--- src/rtl/reg_window_ctrl_if.sv ---
// Bus bundle between reg_window_ctrl and its neighbours: the core command pulses,
// the register file's spill/fill port, and the memory stack port.
interface reg_window_ctrl_if #(
  parameter int unsigned WW = 2,
  parameter int unsigned DW = 16,
  parameter int unsigned AW = 16
);
  logic          save;
  logic          restore;
  logic [WW-1:0] active_wnd;
  logic          busy;
  logic          wnd_err;
  logic [WW:0]   rf_idx;
  logic [DW-1:0] rf_rdata;
  logic          rf_we;
  logic [DW-1:0] rf_wdata;
  logic          mem_req;
  logic          mem_we;
  logic [AW-1:0] mem_addr;
  logic [DW-1:0] mem_wdata;
  logic [DW-1:0] mem_rdata;
  logic          mem_ack;

  modport master (
    output save, restore, rf_rdata, mem_rdata, mem_ack,
    input  active_wnd, busy, wnd_err, rf_idx, rf_we, rf_wdata,
           mem_req, mem_we, mem_addr, mem_wdata
  );

  modport slave (
    input  save, restore, rf_rdata, mem_rdata, mem_ack,
    output active_wnd, busy, wnd_err, rf_idx, rf_we, rf_wdata,
           mem_req, mem_we, mem_addr, mem_wdata
  );
endinterface

--- src/rtl/reg_window_ctrl.sv ---
// Register-window controller: tracks the active window and spills/fills ring windows to a
// downward-growing memory stack. Define WND_STATS_EN to add spill_cnt/fill_cnt outputs.
module reg_window_ctrl #(
  parameter int unsigned NWND    = 4,
  parameter int unsigned WW      = 2,
  parameter int unsigned DW      = 16,
  parameter int unsigned AW      = 16,
  parameter logic [AW-1:0] SP_RST = 16'hFF00,
  parameter int unsigned DEPTH_W = 8
) (
  input  logic              clk,
  input  logic              rst,
  reg_window_ctrl_if.slave  bus
`ifdef WND_STATS_EN
  ,
  output logic [15:0]       spill_cnt,
  output logic [15:0]       fill_cnt
`endif
);

  localparam logic [WW-1:0] RES_MAX = WW'(NWND - 1);
  localparam logic [WW-1:0] RES_MIN = WW'(1);

  typedef enum logic [2:0] {
    S_IDLE,
    S_SPILL_LO,
    S_SPILL_HI,
    S_SPILL_END,
    S_FILL_HI,
    S_FILL_LO,
    S_FILL_END
  } state_t;

  state_t               state_q, state_d;
  logic [WW-1:0]        active_q, active_d;
  logic [WW-1:0]        oldest_q, oldest_d;
  logic [WW-1:0]        resident_q, resident_d;
  logic [DEPTH_W-1:0]   spilled_q, spilled_d;
  logic [AW-1:0]        sp_q, sp_d;
  logic                 busy_q, busy_d;
  logic                 err_q, err_d;
  logic                 mem_req_q, mem_req_d;
  logic                 mem_we_q, mem_we_d;
  logic [AW-1:0]        mem_addr_q, mem_addr_d;
  logic [DW-1:0]        mem_wdata_q, mem_wdata_d;
`ifdef WND_STATS_EN
  logic [15:0]          spill_cnt_q, spill_cnt_d;
  logic [15:0]          fill_cnt_q, fill_cnt_d;
`endif

  logic          save_cmd;
  logic          restore_cmd;
  logic          ring_full;
  logic          ring_last;
  logic          spill_sat;
  logic          can_fill;
  logic [WW-1:0] fill_tgt;
  logic          fill_word;

  // Simultaneous save and restore cancel each other and are dropped.
  always_comb begin
    save_cmd    = bus.save && !bus.restore;
    restore_cmd = bus.restore && !bus.save;
    ring_full   = (resident_q == RES_MAX);
    ring_last   = (resident_q == RES_MIN);
    spill_sat   = &spilled_q;
    can_fill    = (spilled_q != '0);
    fill_tgt    = active_q - 1'b1;
    fill_word   = (state_q == S_FILL_HI) || (state_q == S_FILL_LO);
  end

  always_ff @(posedge clk or posedge rst) begin
    if (rst) begin
      state_q     <= S_IDLE;
      active_q    <= '0;
      oldest_q    <= '0;
      resident_q  <= RES_MIN;
      spilled_q   <= '0;
      sp_q        <= SP_RST;
      busy_q      <= 1'b0;
      err_q       <= 1'b0;
      mem_req_q   <= 1'b0;
      mem_we_q    <= 1'b0;
      mem_addr_q  <= '0;
      mem_wdata_q <= '0;
`ifdef WND_STATS_EN
      spill_cnt_q <= '0;
      fill_cnt_q  <= '0;
`endif
    end else begin
      state_q     <= state_d;
      active_q    <= active_d;
      oldest_q    <= oldest_d;
      resident_q  <= resident_d;
      spilled_q   <= spilled_d;
      sp_q        <= sp_d;
      busy_q      <= busy_d;
      err_q       <= err_d;
      mem_req_q   <= mem_req_d;
      mem_we_q    <= mem_we_d;
      mem_addr_q  <= mem_addr_d;
      mem_wdata_q <= mem_wdata_d;
`ifdef WND_STATS_EN
      spill_cnt_q <= spill_cnt_d;
      fill_cnt_q  <= fill_cnt_d;
`endif
    end
  end

  always_comb begin
    state_d = state_q;
    unique case (state_q)
      S_IDLE: begin
        if (save_cmd && ring_full && !spill_sat) begin
          state_d = S_SPILL_LO;
        end else if (restore_cmd && ring_last && can_fill) begin
          state_d = S_FILL_HI;
        end
      end
      S_SPILL_LO:  if (bus.mem_ack) state_d = S_SPILL_HI;
      S_SPILL_HI:  if (bus.mem_ack) state_d = S_SPILL_END;
      S_SPILL_END: state_d = S_IDLE;
      S_FILL_HI:   if (bus.mem_ack) state_d = S_FILL_LO;
      S_FILL_LO:   if (bus.mem_ack) state_d = S_FILL_END;
      S_FILL_END:  state_d = S_IDLE;
      default:     state_d = S_IDLE;
    endcase
  end

  // Each word issues at the edge that accepts the previous one, so mem_req stays high across
  // both words; rf_rdata is captured into mem_wdata at that same edge.
  always_comb begin
    active_d    = active_q;
    oldest_d    = oldest_q;
    resident_d  = resident_q;
    spilled_d   = spilled_q;
    sp_d        = sp_q;
    busy_d      = busy_q;
    err_d       = err_q;
    mem_req_d   = mem_req_q;
    mem_we_d    = mem_we_q;
    mem_addr_d  = mem_addr_q;
    mem_wdata_d = mem_wdata_q;
`ifdef WND_STATS_EN
    spill_cnt_d = spill_cnt_q;
    fill_cnt_d  = fill_cnt_q;
`endif
    unique case (state_q)
      S_IDLE: begin
        if (save_cmd) begin
          if (!ring_full) begin
            active_d   = active_q + 1'b1;
            resident_d = resident_q + 1'b1;
          end else if (spill_sat) begin
            err_d = 1'b1;
          end else begin
            busy_d      = 1'b1;
            mem_req_d   = 1'b1;
            mem_we_d    = 1'b1;
            sp_d        = sp_q - 1'b1;
            mem_addr_d  = sp_q - 1'b1;
            mem_wdata_d = bus.rf_rdata;
          end
        end else if (restore_cmd) begin
          if (!ring_last) begin
            active_d   = active_q - 1'b1;
            resident_d = resident_q - 1'b1;
          end else if (!can_fill) begin
            err_d = 1'b1;
          end else begin
            busy_d     = 1'b1;
            mem_req_d  = 1'b1;
            mem_we_d   = 1'b0;
            mem_addr_d = sp_q;
          end
        end
      end
      S_SPILL_LO: begin
        if (bus.mem_ack) begin
          sp_d        = sp_q - 1'b1;
          mem_addr_d  = sp_q - 1'b1;
          mem_wdata_d = bus.rf_rdata;
        end
      end
      S_SPILL_HI: begin
        if (bus.mem_ack) begin
          mem_req_d = 1'b0;
          mem_we_d  = 1'b0;
        end
      end
      S_SPILL_END: begin
        busy_d    = 1'b0;
        active_d  = active_q + 1'b1;
        oldest_d  = oldest_q + 1'b1;
        spilled_d = spilled_q + 1'b1;
`ifdef WND_STATS_EN
        if (spill_cnt_q != '1) spill_cnt_d = spill_cnt_q + 1'b1;
`endif
      end
      S_FILL_HI: begin
        if (bus.mem_ack) begin
          sp_d       = sp_q + 1'b1;
          mem_addr_d = sp_q + 1'b1;
        end
      end
      S_FILL_LO: begin
        if (bus.mem_ack) begin
          sp_d      = sp_q + 1'b1;
          mem_req_d = 1'b0;
        end
      end
      S_FILL_END: begin
        busy_d    = 1'b0;
        active_d  = fill_tgt;
        oldest_d  = fill_tgt;
        spilled_d = spilled_q - 1'b1;
`ifdef WND_STATS_EN
        if (fill_cnt_q != '1) fill_cnt_d = fill_cnt_q + 1'b1;
`endif
      end
      default: ;
    endcase
  end

  // rf_idx points one word ahead during a spill so rf_rdata is ready at the accepting edge.
  always_comb begin
    logic rf_we_c;
    rf_we_c        = fill_word && bus.mem_ack;
    bus.active_wnd = active_q;
    bus.busy       = busy_q;
    bus.wnd_err    = err_q;
    bus.mem_req    = mem_req_q;
    bus.mem_we     = mem_we_q;
    bus.mem_addr   = mem_addr_q;
    bus.mem_wdata  = mem_wdata_q;
    bus.rf_we      = rf_we_c;
    bus.rf_wdata   = rf_we_c ? bus.mem_rdata : '0;
    unique case (state_q)
      S_SPILL_LO, S_SPILL_HI, S_SPILL_END: bus.rf_idx = {oldest_q, 1'b1};
      S_FILL_HI:                           bus.rf_idx = {fill_tgt, 1'b1};
      S_FILL_LO, S_FILL_END:               bus.rf_idx = {fill_tgt, 1'b0};
      default:                             bus.rf_idx = {oldest_q, 1'b0};
    endcase
  end

`ifdef WND_STATS_EN
  assign spill_cnt = spill_cnt_q;
  assign fill_cnt  = fill_cnt_q;
`endif

endmodule

--- src/flat_wrapper.sv ---
// flat-port wrapper written by rule: the top's interface ports become plain ports
module reg_window_ctrl_flat 
#(
  parameter int unsigned NWND    = 4,
  parameter int unsigned WW      = 2,
  parameter int unsigned DW      = 16,
  parameter int unsigned AW      = 16,
  parameter logic [AW-1:0] SP_RST = 16'hFF00,
  parameter int unsigned DEPTH_W = 8
)
  (clk, rst, bus_save, bus_restore, bus_rf_rdata, bus_mem_rdata, bus_mem_ack, bus_active_wnd, bus_busy, bus_wnd_err, bus_rf_idx, bus_rf_we, bus_rf_wdata, bus_mem_req, bus_mem_we, bus_mem_addr, bus_mem_wdata);
  reg_window_ctrl_if #(.WW(WW), .DW(DW), .AW(AW)) bus_i ();
  input  logic clk;
  input  logic rst;
  input wire logic [$bits(bus_i.save)-1:0] bus_save;
  input wire logic [$bits(bus_i.restore)-1:0] bus_restore;
  input wire logic [$bits(bus_i.rf_rdata)-1:0] bus_rf_rdata;
  input wire logic [$bits(bus_i.mem_rdata)-1:0] bus_mem_rdata;
  input wire logic [$bits(bus_i.mem_ack)-1:0] bus_mem_ack;
  output wire logic [$bits(bus_i.active_wnd)-1:0] bus_active_wnd;
  output wire logic [$bits(bus_i.busy)-1:0] bus_busy;
  output wire logic [$bits(bus_i.wnd_err)-1:0] bus_wnd_err;
  output wire logic [$bits(bus_i.rf_idx)-1:0] bus_rf_idx;
  output wire logic [$bits(bus_i.rf_we)-1:0] bus_rf_we;
  output wire logic [$bits(bus_i.rf_wdata)-1:0] bus_rf_wdata;
  output wire logic [$bits(bus_i.mem_req)-1:0] bus_mem_req;
  output wire logic [$bits(bus_i.mem_we)-1:0] bus_mem_we;
  output wire logic [$bits(bus_i.mem_addr)-1:0] bus_mem_addr;
  output wire logic [$bits(bus_i.mem_wdata)-1:0] bus_mem_wdata;
  assign bus_i.save = bus_save;
  assign bus_i.restore = bus_restore;
  assign bus_i.rf_rdata = bus_rf_rdata;
  assign bus_i.mem_rdata = bus_mem_rdata;
  assign bus_i.mem_ack = bus_mem_ack;
  assign bus_active_wnd = bus_i.active_wnd;
  assign bus_busy = bus_i.busy;
  assign bus_wnd_err = bus_i.wnd_err;
  assign bus_rf_idx = bus_i.rf_idx;
  assign bus_rf_we = bus_i.rf_we;
  assign bus_rf_wdata = bus_i.rf_wdata;
  assign bus_mem_req = bus_i.mem_req;
  assign bus_mem_we = bus_i.mem_we;
  assign bus_mem_addr = bus_i.mem_addr;
  assign bus_mem_wdata = bus_i.mem_wdata;
  reg_window_ctrl #(.NWND(NWND), .WW(WW), .DW(DW), .AW(AW), .SP_RST(SP_RST), .DEPTH_W(DEPTH_W)) u_core (.clk(clk), .rst(rst), .bus(bus_i));
endmodule
--- config.mk ---
export PLATFORM = sky130hd
export DESIGN_NAME = reg_window_ctrl_flat
export DESIGN_NICKNAME = d
export VERILOG_FILES = /design/src/rtl/reg_window_ctrl_if.sv /design/src/rtl/reg_window_ctrl.sv /design/src/flat_wrapper.sv
export SDC_FILE = /design/constraint.sdc
export NUM_CORES = 1
export LEC_CHECK = 0
export BUFFER_PORTS_ARGS = -buffer_cell sky130_fd_sc_hd__buf_2
export CORE_UTILIZATION = 50
export CTS_CLUSTER_DIAMETER = 200
export DETAILED_ROUTE_END_ITERATION = 7
export MAX_ROUTING_LAYER = met4
export PLACE_DENSITY = 0.78
export SLEW_MARGIN = 5
export SYNTH_ARGS = -nofsm -noshare
export SYNTH_HDL_FRONTEND = slang
export SYNTH_SLANG_ARGS = --single-unit
--- constraint.sdc ---
create_clock -name clk -period 2.45 [get_ports clk]
set_clock_uncertainty 0.1 [all_clocks]
set_input_delay 0.1225 -clock clk [delete_from_list [all_inputs] [get_ports clk]]
set_output_delay 0.1225 -clock clk [all_outputs]
set_load 0.02 [all_outputs]
==> flow_summary.yaml <==
power_and_ir_drop:
  total_power_uw: 8038
  power.density_nw_per_um2: 1509
  max-vdd-ir-drop_mv: 0.8402
  power_leakage_uw: 0.002464
routing:
  drt_pass1_iterations: 4
  via_per_inst: 5.652
  drt_iter0_drc: 190
  ant_nets: 0
  wl_per_cell_um: 14.93
  routed_wl_um: 10350
  drc_errors: 0
  vias: 3917
synth:
  synth_top_area_cell: "dfrtp_1"
  async_flop_share: 1.000
  syn_nets: 520
  ys_seq_elements: 69
  ys_seq_area_frac: 0.4012
  synth.distinct_cells: 60
  synth_flop_cell: "dfrtp_1"
  yosys_warnings: 0
  yosys-top-cells-area: "dfrtp_1, dfstp_2, xor2_1"
  netlist.area_leader.share: 0.3466
  avgSynthCellArea_um2: 9.216
  netlist_top_cells_count: "dfrtp_1, nand2_1, o21ai_0"
  synth_area_um2: 4332
  synth_edf_count: 0
  synth_most_common_cell: "dfrtp_1"
  synth_cells: 470
placed_design:
  place.detailed.hpwl_um: 7250
  gp_congestion: 0.9076
  io_buffers: 94
critical_path:
  crit_chain: "ha_1 > and2_1 > a21oi_2 > a2111oi_4 > buf_4 > mux2_2"
  startpoint: "u_core.resident_q[0]"
  reg2reg_from: "u_core.resident_q[0]"
  slowest_delay_ps: 560
  crit_fanout: 10
  crit_path_start_kind: "flip-flop"
  reg2regPathDepth: 6
  end_kind: "flip-flop"
  slowest_stage: "dfstp_2"
  crit_arrival_ps: 2450
  criticalPathCategory: "flip-flop to flip-flop"
  crit_required_ps: 2600
timing:
  max_freq_mhz: 433.7
  setup_viol: 0
  maxSlewHeadroom: 0.6436
  finalHoldViolations: 0
  setup_tns_ps: 0
  tightest_slew_ps: 533.8
  finalCritPeriodShare: 0.9411
  drv_slew: 0
  rsz0062_at_grt: "false"
  post-route-min-period_ps: 2306
final_layout:
  diodes: 0
  syn_to_final_growth_pct: 22.99
  layout.nets: 633
  layout-drive-gt1-share: 0.2925
  fillerInstances: 701
hold_path:
  hold_path.class: "primary input to flip-flop"
  holdPathStages: 4
  min_from: "bus_save"
die:
  die_w_um: 95.08
  top_level_ports: 95
  die_area_um2: 9039
  std_cell_rows: 33
  die_h_um: 95.08
  initial_core_util: 0.5219
  core_um2: 8299
clock_tree:
  cts_buffers: 9
  root_buffer: "clkbuf_8"
  clock_path_buffers: 2
  cts_tree: "built"
  cts_sinks: 69
  htree_levels: 3
  clk_latency_ps: 350
  cts_setup_buffers: 0
  cts.clk_slew.worst_paths_ps: 90
grt:
  track_usage: 0.2575
  grt_antenna_before_repair: 0
  grt_max_degree: 47
  grt.overflow.total: 0
  grt_pass1_wl_um: 17470
  grt_pass1_vias: 3756
outcome:
  status: "finished, final reports clean"
run:
  drv_cap: 0
-- final cells by class --
class                           instances  area, um2  share of cell area
Clock buffer                            9      123.9             0.02325
Clock inverter                          7      76.32             0.01433
Inverter                               17      63.81             0.01198
Multi-Input combinational cell        353       2364              0.4436
Sequential cell                        69       1738              0.3262
Tap cell                              105      131.4             0.02466
Timing Repair Buffer                  133      830.8              0.1559
-- cells by family (layout without fill, tap and decap cells) --
logic type                 Yosys count  in the layout  synth area share
AOI/OAI and AO/OA                  107            107            0.1557
xor gates and xnor gates            43             43           0.08694
adders and majority gates           14             14           0.04159
buffers and inverters               48            166           0.05315
DFF                                 69             69            0.4012
muxes                               21             21           0.05488
and+or+nand+nor                    168            168            0.2065
-- power breakdown --
group,switching [uW],internal (uW)
Combinational,2790,1950
Clock,463,473
Sequential,580,1780
-- path summary, 6_finish.rpt --
path	endpoint	slack, ps
max in group asynchronous	u_core.resident_q[0]	1300
setup reg to reg	u_core.bus.mem_wdata[3]	140
hold / removal	u_core.resident_q[0]	110
hold reg to reg	u_core.bus.wnd_err	380
min in group asynchronous	u_core.bus.mem_wdata[2]	260
setup / recovery	u_core.bus.mem_wdata[3]	140
-- critical path: cells and delay by family, from the launching register on --
kind	cells	cell delay, ps
flip-flops	1	560
AO/OA/AOI/OAI	2	480
multiplexers	1	350
buffers and inverters	1	260
AND/OR/NAND/NOR	1	250
adder cells (fa/ha/maj)	1	190
-- flip-flops by register name, summed over array words and instances (netlist names) --
name and cells:
u_core.spilled_q 8, u_core.bus.mem_we 1, u_core.bus.mem_req 1, u_core.sp_q 16, u_core.bus.mem_wdata 16, u_core.oldest_q 2
u_core.bus.active_wnd 2, u_core.resident_q 2, u_core.bus.wnd_err 1, u_core.bus.mem_addr 16, u_core.state_q 3, u_core.bus.busy 1
-- layer usage --
metal  wire length (um)  vias up  track usage
li1                   -     1889            -
met1               4622     1869       0.3276
met2               4957      147       0.4196
met3                647       12      0.04785
met4                117        0      0.07071
met5                  0        -            -
-- placed cells by master, fill, tap and decap left out, types with 4 or more instances in the layout --
cell type / n
and3_1: 23
a21oi_1: 30
clkbuf_8: 9
ha_1: 12
o21ai_0: 37
nor3_1: 14
nand2_1: 50
nand4_1: 10
a22oi_1: 4
nor4_1: 6
dfstp_2: 9
or3_1: 4
o22ai_1: 5
xor2_1: 23
dfrtp_1: 60
dlygate4sd3_1: 17
xnor2_1: 20
buf_2: 94
a21o_1: 4
mux2_1: 6
inv_1: 14
buf_4: 20
nand3_1: 10
nor2_1: 29
mux2_2: 12
o21a_1: 5
-- repair_timing --
item                                    CTS  global route
endpoints found under the hold margin    39             0
endpoints found under the setup margin    0             1
resized for setup                         0             1
hold buffers                             17             0
-- metrics by stage --
step	util	hold slack, ps	cell area, um2	cells	worst slack (ps)
2_1_floorplan	-	157.2	4340	470	2.290
3_3_place_gp	0.5973	88.83	4957	660	202.3
3_5_place_dp	0.5973	100.1	4957	660	161.6
4_1_cts	0.6419	116.6	5328	693	145.0
5_1_grt	0.6419	144.5	5328	693	8.202
6_report	0.6419	111.2	5328	693	144.4
Power figures use the tool's default switching activity.
